File: src/rtl/control_multi_pkg.sv
//------------------------------------------------------------------------------
// Package     : Parametros
// Description : Opcode, ALU-op, trap-cause and FSM state encodings shared by
//               the multicycle control unit. CSR_TRAP_EN adds the CSR/trap states.
// Revision    : 1.0 - initial release
//------------------------------------------------------------------------------
`default_nettype none

package Parametros;

  localparam logic [6:0] OPC_LOAD   = 7'b0000011;
  localparam logic [6:0] OPC_STORE  = 7'b0100011;
  localparam logic [6:0] OPC_OP     = 7'b0110011;
  localparam logic [6:0] OPC_OPIMM  = 7'b0010011;
  localparam logic [6:0] OPC_BRANCH = 7'b1100011;
  localparam logic [6:0] OPC_JAL    = 7'b1101111;
  localparam logic [6:0] OPC_JALR   = 7'b1100111;
  localparam logic [6:0] OPC_LUI    = 7'b0110111;
  localparam logic [6:0] OPC_AUIPC  = 7'b0010111;
  localparam logic [6:0] OPC_SYSTEM = 7'b1110011;

  localparam logic [31:0] INSTR_URET = 32'h0020_0073;

  localparam logic [31:0] CAUSE_PC_MISALIGNED = 32'd0;
  localparam logic [31:0] CAUSE_ILLEGAL       = 32'd2;
  localparam logic [31:0] CAUSE_LOAD_FAULT    = 32'd4;
  localparam logic [31:0] CAUSE_STORE_FAULT   = 32'd6;

  typedef enum logic [4:0] {
    ALU_ADD  = 5'd0,
    ALU_SUB  = 5'd1,
    ALU_SLL  = 5'd2,
    ALU_SLT  = 5'd3,
    ALU_SLTU = 5'd4,
    ALU_XOR  = 5'd5,
    ALU_SRL  = 5'd6,
    ALU_SRA  = 5'd7,
    ALU_OR   = 5'd8,
    ALU_AND  = 5'd9
  } alu_op_t;

  typedef enum logic [4:0] {
    ST_FETCH    = 5'd0,
    ST_DECODE   = 5'd1,
    ST_MEMADDR  = 5'd2,
    ST_MEMREAD  = 5'd3,
    ST_MEMWB    = 5'd4,
    ST_MEMWRITE = 5'd5,
    ST_EXEC_R   = 5'd6,
    ST_EXEC_I   = 5'd7,
    ST_LUI      = 5'd8,
    ST_ALUWB    = 5'd9,
    ST_BRANCH   = 5'd10,
    ST_JAL      = 5'd11,
    ST_JALR     = 5'd12
`ifdef CSR_TRAP_EN
    ,
    ST_CSR_RD   = 5'd13,
    ST_CSR_WR   = 5'd14,
    ST_TRAP     = 5'd15,
    ST_TRAP_JMP = 5'd16,
    ST_URET     = 5'd17,
    ST_URET_JMP = 5'd18
`endif
  } state_t;

endpackage

`default_nettype wire

File: src/rtl/control_multi_alu_decode.sv
//------------------------------------------------------------------------------
// Module      : alu_decode
// Description : Combinational funct3/funct7[5] to ALU opcode decode.
// Revision    : 1.0 - initial release
//------------------------------------------------------------------------------
`default_nettype none

module alu_decode
  import Parametros::*;
(
  input  logic [2:0] funct3_i,
  input  logic       funct7b5_i,
  input  logic       is_op_i,
  output alu_op_t    alu_op_o
);

  always_comb begin
    alu_op_o = ALU_ADD;
    case (funct3_i)
      // OP-IMM has no SUBI: bit 30 there is immediate data
      3'b000:  alu_op_o = (is_op_i && funct7b5_i) ? ALU_SUB : ALU_ADD;
      3'b001:  alu_op_o = ALU_SLL;
      3'b010:  alu_op_o = ALU_SLT;
      3'b011:  alu_op_o = ALU_SLTU;
      3'b100:  alu_op_o = ALU_XOR;
      3'b101:  alu_op_o = funct7b5_i ? ALU_SRA : ALU_SRL;
      3'b110:  alu_op_o = ALU_OR;
      default: alu_op_o = ALU_AND;
    endcase
  end

endmodule

`default_nettype wire

File: src/rtl/control_multi.sv
//------------------------------------------------------------------------------
// Module      : control_multi
// Description : Moore-FSM control unit for a multicycle RV32I datapath.
//               Define CSR_TRAP_EN to add CSR access, traps and URET.
// Revision    : 1.0 - initial release
//------------------------------------------------------------------------------
`default_nettype none

module control_multi
  import Parametros::*;
(
  input  logic        iCLK,
  input  logic        iRST,
  input  logic [31:0] iInstr,
`ifdef CSR_TRAP_EN
  input  logic        iPCMisaligned,
  input  logic        iExceptionLoad,
  input  logic        iExceptionStore,
  output logic [31:0] oUcause,
  output logic        oCSRWrite,
  output logic        oEscreveCSROut,
  output logic [2:0]  oOrigWriteDataCSR,
  output logic [1:0]  oSelectNumRegCSR,
`endif
  output logic        oEscreveIR,
  output logic        oEscrevePC,
  output logic        oEscrevePCCond,
  output logic        oEscrevePCBack,
  output logic        oIouD,
  output logic        oRegWrite,
  output logic        oMemWrite,
  output logic        oMemRead,
  output logic [1:0]  oOrigAULA,
  output logic [1:0]  oOrigBULA,
  output logic [2:0]  oMem2Reg,
  output logic [1:0]  oOrigPC,
  output logic [4:0]  oALUControl,
  output logic [4:0]  oState
);

  state_t     state_q, state_d;
  alu_op_t    decoded_op;
  logic [6:0] opcode;
  logic [2:0] funct3;

  assign opcode = iInstr[6:0];
  assign funct3 = iInstr[14:12];
  assign oState = state_q;

  alu_decode u_alu_decode (
    .funct3_i   (funct3),
    .funct7b5_i (iInstr[30]),
    .is_op_i    (opcode == OPC_OP),
    .alu_op_o   (decoded_op)
  );

`ifdef CSR_TRAP_EN
  logic [31:0] ucause_q, ucause_d;
  assign oUcause = ucause_q;

  always_ff @(posedge iCLK or posedge iRST) begin
    if (iRST) ucause_q <= '0;
    else      ucause_q <= ucause_d;
  end
`else
  logic unused_instr_bits;
  assign unused_instr_bits = ^{iInstr[31], iInstr[29:15], iInstr[11:7]};
`endif

  always_ff @(posedge iCLK or posedge iRST) begin
    if (iRST) state_q <= ST_FETCH;
    else      state_q <= state_d;
  end

  always_comb begin
    state_d        = ST_FETCH;
    oEscreveIR     = 1'b0;
    oEscrevePC     = 1'b0;
    oEscrevePCCond = 1'b0;
    oEscrevePCBack = 1'b0;
    oIouD          = 1'b0;
    oRegWrite      = 1'b0;
    oMemWrite      = 1'b0;
    oMemRead       = 1'b0;
    oOrigAULA      = 2'b00;
    oOrigBULA      = 2'b00;
    oMem2Reg       = 3'b000;
    oOrigPC        = 2'b00;
    oALUControl    = ALU_ADD;
`ifdef CSR_TRAP_EN
    ucause_d          = ucause_q;
    oCSRWrite         = 1'b0;
    oEscreveCSROut    = 1'b0;
    oOrigWriteDataCSR = 3'b000;
    oSelectNumRegCSR  = 2'b00;
`endif

    case (state_q)
      ST_FETCH: begin
        oMemRead       = 1'b1;
        oEscrevePCBack = 1'b1;
        oOrigAULA      = 2'b01;
        oOrigBULA      = 2'b01;
        oEscreveIR     = 1'b1;
        oEscrevePC     = 1'b1;
        state_d        = ST_DECODE;
`ifdef CSR_TRAP_EN
        if (iPCMisaligned) begin
          oEscreveIR = 1'b0;
          oEscrevePC = 1'b0;
          ucause_d   = CAUSE_PC_MISALIGNED;
          state_d    = ST_TRAP;
        end
`endif
      end

      ST_DECODE: begin
        // Precompute PCBack + imm so branch/AUIPC targets sit in ALUOut
        oOrigAULA = 2'b10;
        oOrigBULA = 2'b10;
        case (opcode)
          OPC_LOAD, OPC_STORE: state_d = ST_MEMADDR;
          OPC_OP:              state_d = ST_EXEC_R;
          OPC_OPIMM:           state_d = ST_EXEC_I;
          OPC_BRANCH:          state_d = ST_BRANCH;
          OPC_JAL:             state_d = ST_JAL;
          OPC_JALR:            state_d = ST_JALR;
          OPC_LUI:             state_d = ST_LUI;
          OPC_AUIPC:           state_d = ST_ALUWB;
`ifdef CSR_TRAP_EN
          OPC_SYSTEM: begin
            if (funct3 != 3'b000) begin
              state_d = ST_CSR_RD;
            end else if (iInstr == INSTR_URET) begin
              state_d = ST_URET;
            end else begin
              ucause_d = CAUSE_ILLEGAL;
              state_d  = ST_TRAP;
            end
          end
          default: begin
            ucause_d = CAUSE_ILLEGAL;
            state_d  = ST_TRAP;
          end
`else
          default:             state_d = ST_FETCH;
`endif
        endcase
      end

      ST_MEMADDR: begin
        oOrigBULA = 2'b10;
        // Bit 5 separates STORE (0100011) from LOAD (0000011)
        state_d   = iInstr[5] ? ST_MEMWRITE : ST_MEMREAD;
      end

      ST_MEMREAD: begin
        oMemRead = 1'b1;
        oIouD    = 1'b1;
        state_d  = ST_MEMWB;
`ifdef CSR_TRAP_EN
        if (iExceptionLoad) begin
          ucause_d = CAUSE_LOAD_FAULT;
          state_d  = ST_TRAP;
        end
`endif
      end

      ST_MEMWB: begin
        oMem2Reg  = 3'b010;
        oRegWrite = 1'b1;
        state_d   = ST_FETCH;
      end

      ST_MEMWRITE: begin
        oMemWrite = 1'b1;
        oIouD     = 1'b1;
        state_d   = ST_FETCH;
`ifdef CSR_TRAP_EN
        if (iExceptionStore) begin
          oMemWrite = 1'b0;
          ucause_d  = CAUSE_STORE_FAULT;
          state_d   = ST_TRAP;
        end
`endif
      end

      ST_EXEC_R: begin
        oALUControl = decoded_op;
        state_d     = ST_ALUWB;
      end

      ST_EXEC_I: begin
        oOrigBULA   = 2'b10;
        oALUControl = decoded_op;
        state_d     = ST_ALUWB;
      end

      ST_LUI: begin
        oOrigAULA = 2'b11;
        oOrigBULA = 2'b10;
        state_d   = ST_ALUWB;
      end

      ST_ALUWB: begin
        oRegWrite = 1'b1;
        state_d   = ST_FETCH;
      end

      ST_BRANCH: begin
        oEscrevePCCond = 1'b1;
        oOrigPC        = 2'b01;
        state_d        = ST_FETCH;
      end

      ST_JAL: begin
        oMem2Reg   = 3'b001;
        oRegWrite  = 1'b1;
        oEscrevePC = 1'b1;
        oOrigPC    = 2'b01;
        state_d    = ST_FETCH;
      end

      ST_JALR: begin
        // rs1 was latched into A earlier, so rd==rs1 writeback is safe here
        oOrigBULA  = 2'b10;
        oOrigPC    = 2'b10;
        oEscrevePC = 1'b1;
        oMem2Reg   = 3'b001;
        oRegWrite  = 1'b1;
        state_d    = ST_FETCH;
      end

`ifdef CSR_TRAP_EN
      ST_CSR_RD: begin
        oEscreveCSROut = 1'b1;
        state_d        = ST_CSR_WR;
      end

      ST_CSR_WR: begin
        oCSRWrite = 1'b1;
        oMem2Reg  = 3'b100;
        oRegWrite = 1'b1;
        case (funct3)
          3'b001:  oOrigWriteDataCSR = 3'b001;
          3'b010:  oOrigWriteDataCSR = 3'b010;
          3'b011:  oOrigWriteDataCSR = 3'b011;
          3'b110:  oOrigWriteDataCSR = 3'b100;
          3'b111:  oOrigWriteDataCSR = 3'b101;
          default: oOrigWriteDataCSR = 3'b000;
        endcase
        state_d = ST_FETCH;
      end

      ST_TRAP: begin
        oCSRWrite        = 1'b1;
        oSelectNumRegCSR = 2'b01;
        oEscreveCSROut   = 1'b1;
        state_d          = ST_TRAP_JMP;
      end

      ST_URET: begin
        oSelectNumRegCSR = 2'b10;
        oEscreveCSROut   = 1'b1;
        state_d          = ST_URET_JMP;
      end

      ST_TRAP_JMP, ST_URET_JMP: begin
        oOrigPC    = 2'b11;
        oEscrevePC = 1'b1;
        state_d    = ST_FETCH;
      end
`endif

      default: state_d = ST_FETCH;
    endcase
  end

endmodule

`default_nettype wire

File: config.mk
export PLATFORM = sky130hd
export DESIGN_NAME = control_multi
export DESIGN_NICKNAME = d
export VERILOG_FILES = /design/src/rtl/control_multi_pkg.sv /design/src/rtl/control_multi_alu_decode.sv /design/src/rtl/control_multi.sv
export SDC_FILE = /design/constraint.sdc
export NUM_CORES = 1
export LEC_CHECK = 0
export CAP_MARGIN = 20
export CORE_MARGIN = 1
export CORE_UTILIZATION = 29
export DETAILED_ROUTE_END_ITERATION = 7
export PLACE_DENSITY = 0.86
export SLEW_MARGIN = 25
export SYNTH_ARGS = -nofsm -noshare
export SYNTH_HDL_FRONTEND = slang
export SYNTH_SLANG_ARGS = --single-unit
File: constraint.sdc
create_clock -name iCLK -period 1.7 [get_ports iCLK]
set_input_delay 0.255 -clock iCLK [delete_from_list [all_inputs] [get_ports iCLK]]
set_output_delay 0.255 -clock iCLK [all_outputs]
set_load 0.05 [all_outputs]
==> Yosys cells after proc, flatten, opt, wreduce, memory -nomap -nowiden <==
Cells that the tools add are included.
{ "word_totals": {"regBits": 5, "latchBits": 0, "ramBits": 0, "rom_bits": 0, "in_bits": 34, "output_inout_bits": 27, "wordCells": 59, "n_memories": 0} }
{ "op_classes": {"n_addsub": 0, "n_mul": 0, "n_div": 0, "n_lt_le_gt_ge": 0, "n_eq_ne": 27, "shifts": 0, "mux": 18, "n_bitwise": 0, "n_reduce_logical": 13} }
{ "op_table": {"columns": ["operator", "count"], "rows": [
  ["one-hot mux 5 bit (7 select lines)", 1],
  ["one-hot mux 4 bit (8 select lines)", 1],
  ["== test 5 x 4 -> 1 bit (second input constant)", 5],
  ["== test 7 x 6 -> 1 bit (second input constant)", 3],
  ["== test 7 bit (second input constant)", 3],
  ["== test 5 x 3 -> 1 bit (second input constant)", 4],
  ["one-hot mux 4 bit (5 select lines)", 1],
  ["== test 7 x 5 -> 1 bit (second input constant)", 2],
  ["one-hot mux 2 bit (2 select lines)", 3],
  ["OR reduction 2 bit", 6],
  ["== test 5 x 2 -> 1 bit (second input constant)", 2],
  ["== test 3 bit (second input constant)", 3],
  ["2-to-1 mux 1 bit", 9],
  ["== test 7 x 2 -> 1 bit (second input constant)", 1],
  ["== test 3 x 2 -> 1 bit (second input constant)", 2],
  ["one-hot mux 2 bit (3 select lines)", 1],
  ["OR reduction 3 bit", 2],
  ["== test 5 x 1 -> 1 bit (second input constant)", 1],
  ["zero test 5 bit", 1],
  ["2-to-1 mux 5 bit", 1],
  ["OR reduction 5 bit", 1],
  ["OR reduction 4 bit", 1],
  ["== test 3 x 1 -> 1 bit (second input constant)", 1],
  ["zero test 3 bit", 1],
  ["2 further kinds", 2]
]} }

==> Logic depth before layout (Yosys ltp) <==
{ "depth": {"word_depth": 5, "depth_mapped": 5, "depth_no_buf": 4} }

==> By module <==
Synthesis repeated with hierarchy kept, for this count alone.
{ "hier_totals": {"hier_cells": 92, "area_unflattened_um2": 645.6} }
{ "by_module_without_submodules": {"columns": ["mod", "instances", "cells_per_inst", "area_per_inst_um2"], "rows": [
  ["control_multi", 1, 81, 570.5],
  ["alu_decode", 1, 11, 75.1]
]} }

==> Least setup slack after synthesis <==
Ideal clock, no wire load.
{ "synth_path": {"kind": "reg2out", "from": "reg state_q[1] (netlist: oState[1])", "to": "out oEscrevePCBack", "t_arrival_ns": 2.981, "t_required_ns": 1.445, "setup_slack_ns": -1.536, "stages_incl_launch_ff": 5, "cell_sequence": "dfrtp_1 > buf_2 > buf_2 > nor4_1 > buf_4"} }
{ "synth_between": {"elab_chain_len": 2} }
{ "synth_lines": {"columns": ["element", "line", "text"], "rows": [
  ["from (decl)", "control_multi.sv:41", "state_t state_q, state_d;"],
  ["from (signal assigned)", "control_multi.sv:72", "else state_q <= state_d;"],
  ["zero test 5 bit", null, null],
  ["2-to-1 mux 1 bit", null, null],
  ["to (decl)", "control_multi.sv:28", "output logic oEscrevePCBack,"]
]} }
No other way between the ends.

==> Worst setup path in the final report <==
{ "layout_path": {"from": "reg state_q[1] (netlist: oState[1])", "to": "out oOrigBULA[1]"} }
{ "layout_between": {"elab_chain_len": 3, "elab_cells_between_ends": 8, "cone_classes": "5 x eq/ne; 1 x mux; 2 x reduce/logical"} }
{ "layout_lines": {"columns": ["element", "line", "text"], "rows": [
  ["== test 5 x 1 -> 1 bit (tied with other cells)", "control_multi.sv:98", "case (state_q)"],
  ["OR reduction 5 bit (no source line)", null, null],
  ["one-hot mux 2 bit (2 select lines) (*)", "control_multi.sv:98", null],
  ["to (decl)", "control_multi.sv:34", "output logic [1:0] oOrigBULA,"]
]} }
Every way passes the cells marked *; elsewhere a longest branch is shown, timed or not.

==> metrics.txt <==
outcome=finished with violations; failing checks=setup timing; R2R cell count=4; Ports=approximately 60; Clock Latency Late Sink=around 0.24 ns; leading area contributor after synthesis=dfrtp_1; crit-path max FO=10; worst r2r src=oState[3]$_DFF_PP0_; Achievable Freq=about 570 MHz; Min-Delay Path Class=input port to async pin; Site Rows=16; Detailed Route WL=around 2700 µm; Post-Syn Area=about 620 µm²; Final Max Slew Viols=0; first-pass GRT wire length=~4000 µm; Die ar.=between 0.002 and 0.0025 mm²; CP startpoint=oState[1]$_DFF_PP0_; number of nets in the layout=between 150 and 200; Cell Count Post-Placement=approximately 170; Syn Inst Count=between 90 and 100; worst setup path class=flop to output pin; total vias in the final route=between 900 and 1000; EDFF count, synth=0; WP data required=between 1 and 1.5 ns; fin crit period=around 1.8 ns; Fillers=between 100 and 150; capturing point of the worst reg2reg path=oState[3]$_DFF_PP0_; Area growth syn-to-layout=158%; post-route cell area=0.00160 mm²; Setup crit end=oOrigBULA[1]; CTS clk-pin slew, worst paths=around 0.05 ns; root buf cell=clkbuf_4; placed cell areas=0.00146 mm²; grt total ovfl=0; Initial Util=between 30% and 40%; Buf/Inv on CP=1; CP endpoint kind=output pin; Routed Antenna Nets=0; crit start category=flop; TritonCTS buffer count=3; pin count of the biggest net entering global routing=11; layout cells sized above 1=57.4%; leading post-synthesis cells by cell area=dfrtp_1 (16%), nand2b_1 (8.1%), nor2_1 (7.3%); Placement Setup Slack=-0.242 ns; DP HPWL=between 1500 and 2000 µm; vias in the first global route=884; yosys warns=0; clk_skew=0.0152 ns; initial antenna violation count=0; Synth top area share=between 10% and 20%; Total GRT Usage=roughly 25%; CTS Hold Bufs=0; CP Depth=4; top_reg_cell synth=dfrtp_1; final worst setup slack=-0.0537 ns; max FFs per register=4; CTS Sinks=4; register area share after synthesis=between 10% and 20%; Post-Syn Area per Cell=between 6 and 7 µm²; Cell variety after synth=34; slowest stage delay, CP=0.57 ns; final hold violation count=0; drt first-iter violations=11; number of port buffers=36; worst vdd ir=0.00128 V; Top delay family on crit path=flip-flops; Reg2Reg Setup Slack=between 0.2 and 0.3 ns; Total Neg Setup Slack=-0.144 ns; DRT Pass-1 Iters=4; Max-Cap Viols=0; H-tree levels=1; core area=just under 0.002 mm²; # DRC=0; WL/cell=around 16 µm; Die W=about 48 µm; PwrDens=1240 mW/mm²; final instance count without filler cells=roughly 180; DR vias/cell=5.38; Setup violations, final=6; Yosys reg bits=4; cell chain of the critical path=xnor2_1 -> a21oi_1 -> o21ai_2 -> buf_12; Inserted Diodes=0; CTS tree=done; CTS Buffer Depth=2; RSZ-0062 raised after global routing=true; critical path's slowest cell=dfrtp_4; Post-synth ARST share=100%; Die H=slightly below 50 µm; Pleak=0.657 nW; part of the cycle the worst path needs=103%; placer congestion estimate=~0.88; Worst Hold Margin=0.205 ns; arrival time worst endpoint=about 1.5 ns
[metal layers]
layer  vias to the layer above  share of wire, %  global-route usage, %
met2                        34                56                   48.0
met5                         -                 0                      0
met4                         0              0.99                   4.44
met3                         4               4.0                   1.85
met1                       466                39                   30.4
li1                        437                 -                      -
[final cells by class]
class	count	area [µm²]	share of cell area [%]
Clock buffer	4	26.3	1.65
Inverter	2	7.51	0.470
Multi-Input combinational cell	78	654	41.0
Sequential cell	4	106	6.66
Tap cell	27	33.8	2.12
Timing Repair Buffer	60	768	48.1
[report_power, final]
part / switching, W / internal (W) / leakage (nW) / total (W)
sequential: 0.0000565 / 0.000116 / 0.0487 / 0.000172
combinational: 0.000901 / 0.000775 / 0.594 / 0.00168
clock: 0.0000469 / 0.0000886 / 0.0150 / 0.000135
total: 0.00100 / 0.000980 / 0.657 / 0.00198
[how the worst min path moves through the flow]
| stage | to | from | slack (ns) |
|---|---|---|---|
| 2_1_floorplan | oState[3]$_DFF_PP0_ | iRST | 0.02 |
| 3_3_place_gp | oState[3]$_DFF_PP0_ | iRST | 0.45 |
| 5_1_grt | oState[1]$_DFF_PP0_ | iRST | 0.22 |
| 3_5_place_dp | oState[3]$_DFF_PP0_ | iRST | 0.46 |
| 4_1_cts | oState[1]$_DFF_PP0_ | iRST | 0.21 |
| 6_report | oState[1]$_DFF_PP0_ | iRST | 0.21 |
[synthesized netlist by cell type, types with 2 or more instances]
| cell | instances |
|---|---|
| nor2_1 | 12 |
| nand2_1 | 9 |
| nand2b_1 | 8 |
| a21oi_1 | 5 |
| nor2b_1 | 5 |
| nor4_1 | 5 |
| buf_2 | 4 |
| buf_4 | 4 |
| dfrtp_1 | 4 |
| and2_1 | 3 |
| nand4_1 | 3 |
| o21ai_0 | 3 |
| a31oi_1 | 2 |
| inv_1 | 2 |
| nor3_1 | 2 |
| o32ai_1 | 2 |
[repair_timing]
| action | in CTS | in global routing |
|---|---|---|
| buffers inserted | 5 | 0 |
| endpoints found under the setup margin | 15 | 15 |
| pin swaps | 5 | 1 |
| resized for setup | 24 | 7 |
| cloned | 0 | 0 |
[cells by family after synthesis]
family                 count (synthesis)  synth area share (%)
buffers and inverters                 11                  9.92
XOR/XNOR                               2                  2.83
AND/OR/NAND/NOR                       52                  44.9
AO/OA/AOI/OAI                         20                  23.7
flip-flops                             4                  16.2
multiplexers                           1                  1.82
other                                  1                 0.607
[per-stage QoR]
step                      power (W)  util, %
after floorplan             0.00105        -
after global placement      0.00170     73.9
after detailed placement    0.00174     73.9
after CTS                   0.00196     79.4
after global routing        0.00207     80.6
final                       0.00198     80.6
[cells in the final DEF, fill, tap and decap left out, drive strengths merged, types with 2 or more instances in the layout]
cell | synthesis | routed
dlygate4sd2 | 0 | 9
a31oi | 2 | 2
and2 | 3 | 3
o32ai | 2 | 2
clkdlybuf4s50 | 0 | 3
conb | 1 | 3
nor4 | 5 | 5
buf | 8 | 48
nand2b | 8 | 8
inv | 2 | 2
nand2 | 9 | 9
nor2 | 12 | 12
nand4 | 3 | 3
nor2b | 5 | 5
a21oi | 5 | 5
o21ai | 3 | 3
nor3 | 2 | 2
clkbuf | 1 | 4
dfrtp | 4 | 4
(Power assumes the default switching activity.)
